--- config.mk ---
export PLATFORM = sky130hd
export DESIGN_NAME = ehgu_segment_bus_arbiter
export DESIGN_NICKNAME = d
export VERILOG_FILES = /design/src/rtl/ehgu_segment_bus_arbiter.sv
export SDC_FILE = /design/constraint.sdc
export NUM_CORES = 1
export LEC_CHECK = 0
export CAP_MARGIN = 30
export CORE_MARGIN = 2
export CORE_UTILIZATION = 40
export DETAILED_ROUTE_END_ITERATION = 6
export PLACE_DENSITY_LB_ADDON = 0.15
export SLEW_MARGIN = 20
export SYNTH_ARGS = -nofsm -noshare
export SYNTH_HDL_FRONTEND = slang
export SYNTH_SLANG_ARGS = --single-unit
export TNS_END_PERCENT = 1
--- constraint.sdc ---
create_clock -name clk -period 2.4 [get_ports clk]
set_input_delay 0.6 -clock clk [delete_from_list [all_inputs] [get_ports clk]]
set_output_delay 0.6 -clock clk [all_outputs]
set_load 0.01 [all_outputs]
--- src/rtl/ehgu_segment_bus_arbiter.sv ---
// Round-robin arbiter that lets NUM_REQ requesters reach one of 2**SEG_WIDTH
// targets, with a local-segment address decode and an acknowledge timeout.
module ehgu_segment_bus_arbiter #(
  parameter int WIDTH      = 8,
  parameter int SEG_WIDTH  = 2,
  parameter int LOCAL_ADDR = 0,
  parameter int NUM_REQ    = 4,
  parameter int TIMEOUT    = 15
) (
  input  logic                       clk,
  input  logic                       rst,
  input  logic [NUM_REQ-1:0]         req_valid,
  input  logic [NUM_REQ*WIDTH-1:0]   req_addr,
  output logic [NUM_REQ-1:0]         req_ready,
  output logic [NUM_REQ-1:0]         rsp_valid,
  output logic                       rsp_err,
  output logic [(2**SEG_WIDTH)-1:0]  tgt_sel,
  input  logic [(2**SEG_WIDTH)-1:0]  tgt_ack,
  output logic                       busy
);
  localparam int NT = 2**SEG_WIDTH;
  localparam int IW = (NUM_REQ > 1) ? $clog2(NUM_REQ) : 1;
  localparam int CW = $clog2(TIMEOUT+1);
  localparam logic [WIDTH-SEG_WIDTH-1:0] LP_LOCAL = (WIDTH-SEG_WIDTH)'(LOCAL_ADDR);

  typedef enum logic [1:0] {S_IDLE, S_ACCESS, S_RESP} state_t;

  state_t              r_state;
  logic [IW-1:0]       r_last;
  logic [IW-1:0]       r_win;
  logic                r_hit;
  logic [CW-1:0]       r_cnt;
  logic [NUM_REQ-1:0]  r_req_ready;
  logic [NUM_REQ-1:0]  r_rsp_valid;
  logic                r_rsp_err;
  logic [NT-1:0]       r_tgt_sel;
  logic                r_busy;

  logic [WIDTH-1:0]    w_addr [NUM_REQ];
  logic                w_any;
  logic [IW-1:0]       w_win;
  logic [WIDTH-1:0]    w_waddr;
  logic                w_hit;
  logic [NT-1:0]       w_sel;
  logic                w_ack;

  for (genvar g = 0; g < NUM_REQ; g++) begin : g_addr
    assign w_addr[g] = req_addr[g*WIDTH +: WIDTH];
  end

  // Search starts one past the last winner so every requester gets a turn.
  always_comb begin
    w_any = 1'b0;
    w_win = r_last;
    for (int k = 1; k <= NUM_REQ; k++) begin
      if (!w_any && req_valid[IW'((int'(r_last) + k) % NUM_REQ)]) begin
        w_any = 1'b1;
        w_win = IW'((int'(r_last) + k) % NUM_REQ);
      end
    end
  end

  assign w_waddr = w_addr[w_win];
  assign w_hit   = (w_waddr[WIDTH-1:SEG_WIDTH] == LP_LOCAL);
  assign w_sel   = NT'(1) << w_waddr[SEG_WIDTH-1:0];
  // r_tgt_sel is zero on a miss, so only the selected target's ack can count.
  assign w_ack   = |(tgt_ack & r_tgt_sel);

  always_ff @(posedge clk) begin
    if (rst) begin
      r_state     <= S_IDLE;
      r_last      <= IW'(NUM_REQ-1);
      r_win       <= '0;
      r_hit       <= 1'b0;
      r_cnt       <= '0;
      r_req_ready <= '0;
      r_rsp_valid <= '0;
      r_rsp_err   <= 1'b0;
      r_tgt_sel   <= '0;
      r_busy      <= 1'b0;
    end else begin
      r_req_ready <= '0;
      r_rsp_valid <= '0;
      r_rsp_err   <= 1'b0;
      case (r_state)
        S_IDLE: begin
          if (w_any) begin
            r_state     <= S_ACCESS;
            r_win       <= w_win;
            r_last      <= w_win;
            r_hit       <= w_hit;
            r_cnt       <= '0;
            r_req_ready <= NUM_REQ'(1) << w_win;
            r_tgt_sel   <= w_hit ? w_sel : '0;
            r_busy      <= 1'b1;
          end
        end
        S_ACCESS: begin
          // Ack is tested before the timeout so a same-cycle ack wins.
          if (!r_hit || w_ack || (r_cnt == CW'(TIMEOUT-1))) begin
            r_state     <= S_RESP;
            r_rsp_valid <= NUM_REQ'(1) << r_win;
            r_rsp_err   <= !r_hit || !w_ack;
            r_tgt_sel   <= '0;
          end else begin
            r_cnt <= r_cnt + 1'b1;
          end
        end
        S_RESP: begin
          r_state <= S_IDLE;
          r_busy  <= 1'b0;
        end
        default: begin
          r_state   <= S_IDLE;
          r_tgt_sel <= '0;
          r_busy    <= 1'b0;
        end
      endcase
    end
  end

  assign req_ready = r_req_ready;
  assign rsp_valid = r_rsp_valid;
  assign rsp_err   = r_rsp_err;
  assign tgt_sel   = r_tgt_sel;
  assign busy      = r_busy;
endmodule

==> results.md <==
- Final-report max-slew violation count: 0
- TritonCTS clock tree: done
- Port Buf Inserts: 55
- Clock-pin transition on the worst setup and hold timing paths: 0.14 ns
- Seq pwr share: 0.496
- FF-to-FF Start: r_last[1]$_SDFFE_PP1P_
- Clk Latency, worst-skew pair: 0.31 ns
- Initial core utilization: 0.423
- Gpl congestion: 0.787
- Relative slew slack: 0.668
- PwrDens: 491 mW/mm^2
- Period utilization: 0.949
- Slew @ Worst Pin: 0.497 ns
- ANT nets after route: 0
- RSZ-0062 raised after global routing: false
- Initial antenna violation count: 0
- Crit path kind: in -> reg
- Syn-to-layout area delta: 62.2%
- WP data required: 2.62 ns
- Area of the core: 0.00276 mm^2
- Peak supply drop: 0.409 mV
- R2r setup slk: 0.48 ns
- Final setup violation count: 0
- Post-Route Setup TNS: 0 ns
- Hold path start: r_win[1]$_SDFFE_PP0P_
- DR pass1 iterations: 4
- Clock Path Buffers: 2
- Via Count: 1208
- Leak: 0.750 nW
- Filler cells: 220
- Most frequent cells in the layout: 55 x clkdlybuf4s50_1, 25 x dfxtp_1, 24 x nor2_1
- Reg2reg end: tgt_sel[2]$_SDFFE_PP0P_
- IO Pins: 56
- Area of the die: 0.00336 mm^2
- Share of cells above drive strength 1: 0.122
- Worst-path fanout max: 5
- Routed len/inst: between 10 and 15 um
- CTS buffer count: 3
- H-tree depth: 1
- Hold Fails Final Rpt: 0
- Dpl ws: -0.413 ns
- Maximum clock frequency: 439 MHz
- Synth Area per Inst: 8.77 um^2
- Routed WL: 2920 um
- # diodes: 0
- Seq/Total Area, Yosys: 0.429
- CTS Sinks: 25
- Die width: between 50 and 60 um
- Grt total ovfl: 0
- Post-layout minimum cycle time: ~2.3 ns
- Worst Reg-to-Reg Cells: 3
- Placed Instance Area: 0.00186 mm^2
- Slowest cell on crit path: clkdlybuf4s50_1
- Yosys warning count: 0
- Final WS setup: around 0.12 ns
- Largest net degree at the start of global routing: 15
- Clk_skew: 0.00552 ns
- Hold/Removal Path Class: reg -> reg
- Distinct cell type count after synthesis: 36
- Synth Register Bits: 25
- Async SR Flop Fraction: 0
- Post-synthesis cell area: between 0.001 and 0.0015 mm^2
- Internal: 0.674 mW
- Sw Share: 0.275
- Max incr delay on CP: 0.50 ns
- Crit-path cells: clkdlybuf4s50_1, buf_4, nor2b_1, o21ai_1, o311ai_2, mux2_4, o22a_1, o31ai_1
- Status: complete, no violations
- Post-CTS setup buffers: 0
- Detailed Route Iter0 Violations: 45
- First-pass GRT wire length: 4580 um
- Final HPWL DP: between 2000 and 2500 um
- Via-to-Cell Ratio: 5.12
- CP Data Arrival Time: between 2 and 3 ns
- Psw: 0.255 mW
- Clock Root Buffer: clkbuf_4
- Mapped Nets: roughly 180
- Die Ht: between 50 and 60 um
- Combinational Power Share: 0.309
- Startpoint types: primary input
- Max cap viols: 0
- Post-CTS Hold Fix Bufs: 0
- Gate count of the mapped netlist: 133
- FP Rows: 19
- Leading cell type in the layout, fill and taps excluded: clkdlybuf4s50_1
- Worst Hold End: rsp_valid[1]$_SDFF_PP0_
- Top_reg_cell synth: dfxtp_1
- Hold Path Stages: 1
- GRT Util Overall: 0.174
- DR DRC count: 0
- Clk pwr share: 0.195
- Nets: 250
- Number of synthesized flops with an enable pin: 0
- Critical path endpoint category: flop
- Design area: 0.00189 mm^2
- Vias in the first global route: 1144
## stage by stage
stage / utilization / power, mW / hold WS (ns) / instances
final: 0.686 / 0.929 / 0.491 / 236
after global routing: 0.686 / 0.973 / 0.510 / 236
after CTS: 0.686 / 0.930 / 0.487 / 236
after detailed placement: 0.673 / 0.753 / 0.460 / 232
after global placement: 0.673 / 0.744 / 0.461 / 232
after floorplan: - / 0.597 / 0.429 / 133
## critical path: cells and delay by family
kind	cells	cell delay, ns
compound gates	4	0.86
buf+inv	2	0.65
mux	1	0.34
simple gates	1	0.04
## area by class of cell
class | instances | area [um^2] | area share
Clock buffer | 3 | 22.5 | 0.0119
Clock inverter | 1 | 5.00 | 0.00265
Inverter | 3 | 11.3 | 0.00595
Multi-Input combinational cell | 103 | 651 | 0.344
Sequential cell | 25 | 500 | 0.265
Tap cell | 31 | 38.8 | 0.0205
Timing Repair Buffer | 70 | 663 | 0.351
## power groups by stage
| stage | registers, mW | logic [mW] | clock network, mW |
|---|---|---|---|
| 5_1_grt | 0.464 | 0.310 | 0.199 |
| 3_5_place_dp | 0.469 | 0.284 | 0 |
| 3_3_place_gp | 0.468 | 0.276 | 0 |
| 2_1_floorplan | 0.470 | 0.127 | 0 |
| 6_report | 0.461 | 0.287 | 0.182 |
| 4_1_cts | 0.460 | 0.289 | 0.181 |
## worst max-delay path by stage
stage | to | slack, ns | startpoint | cells past startpoint
after global placement | tgt_sel[2]$_SDFFE_PP0P_ | -0.30 | req_valid[2] | 4
after detailed placement | tgt_sel[2]$_SDFFE_PP0P_ | -0.41 | req_valid[2] | 4
final | tgt_sel[2]$_SDFFE_PP0P_ | 0.12 | req_valid[3] | 8
after global routing | tgt_sel[2]$_SDFFE_PP0P_ | 0.01 | req_valid[3] | 8
after CTS | tgt_sel[2]$_SDFFE_PP0P_ | 0.11 | req_valid[3] | 8
after floorplan | tgt_sel[2]$_SDFFE_PP0P_ | 0.41 | req_valid[1] | 7
## synth_stat cells, drive strengths merged, types with 2 or more instances
cell type / count / area, um^2
ha: 2 / 25.0
nor2b: 3 / 18.8
xor2: 2 / 17.5
nor4: 5 / 31.3
mux2: 3 / 37.5
nand3: 2 / 10.0
inv: 3 / 11.3
o31ai: 4 / 30.0
nand4: 2 / 12.5
a22oi: 2 / 15.0
nor3: 7 / 35.0
nand2: 17 / 63.8
dfxtp: 25 / 500
a21oi: 5 / 28.8
nor2: 24 / 90.1
o22a: 2 / 17.5
nand2b: 3 / 18.8
mux2i: 6 / 60.1
## logic make-up (layout without fill, tap and decap cells)
| group | Yosys count | after routing | share of synthesized area |
|---|---|---|---|
| flip-flops | 25 | 25 | 0.429 |
| adder cells (fa/ha/maj) | 2 | 2 | 0.0215 |
| AND/OR/NAND/NOR | 69 | 69 | 0.276 |
| AO/OA/AOI/OAI | 20 | 20 | 0.133 |
| buffers and inverters | 5 | 77 | 0.0193 |
| multiplexers | 10 | 10 | 0.106 |
| XOR/XNOR | 2 | 2 | 0.0150 |
## sequential cells by signal, indices dropped and copies added (netlist names)
register and cells:
tgt_sel 4, busy 1, req_ready 4, r_win 2, r_cnt 4, r_hit 1
r_last 2, r_state 2, rsp_err 1, rsp_valid 4
## layer usage
layer | vias to the layer above | wire length, um | GRT usage
met5 | - | 0 | 0
met3 | 4 | 186 | 0.0156
li1 | 613 | - | -
met4 | 0 | 42 | 0.0831
met2 | 47 | 1480 | 0.317
met1 | 544 | 1210 | 0.205
## what timing repair did
| action | 4_1_cts | 5_1_grt |
|---|---|---|
| endpoints found under the setup margin | 4 | 0 |
| gates resized for setup | 1 | 0 |
| hold endpoints to repair | 0 | 0 |
(Power assumes the default switching activity.)
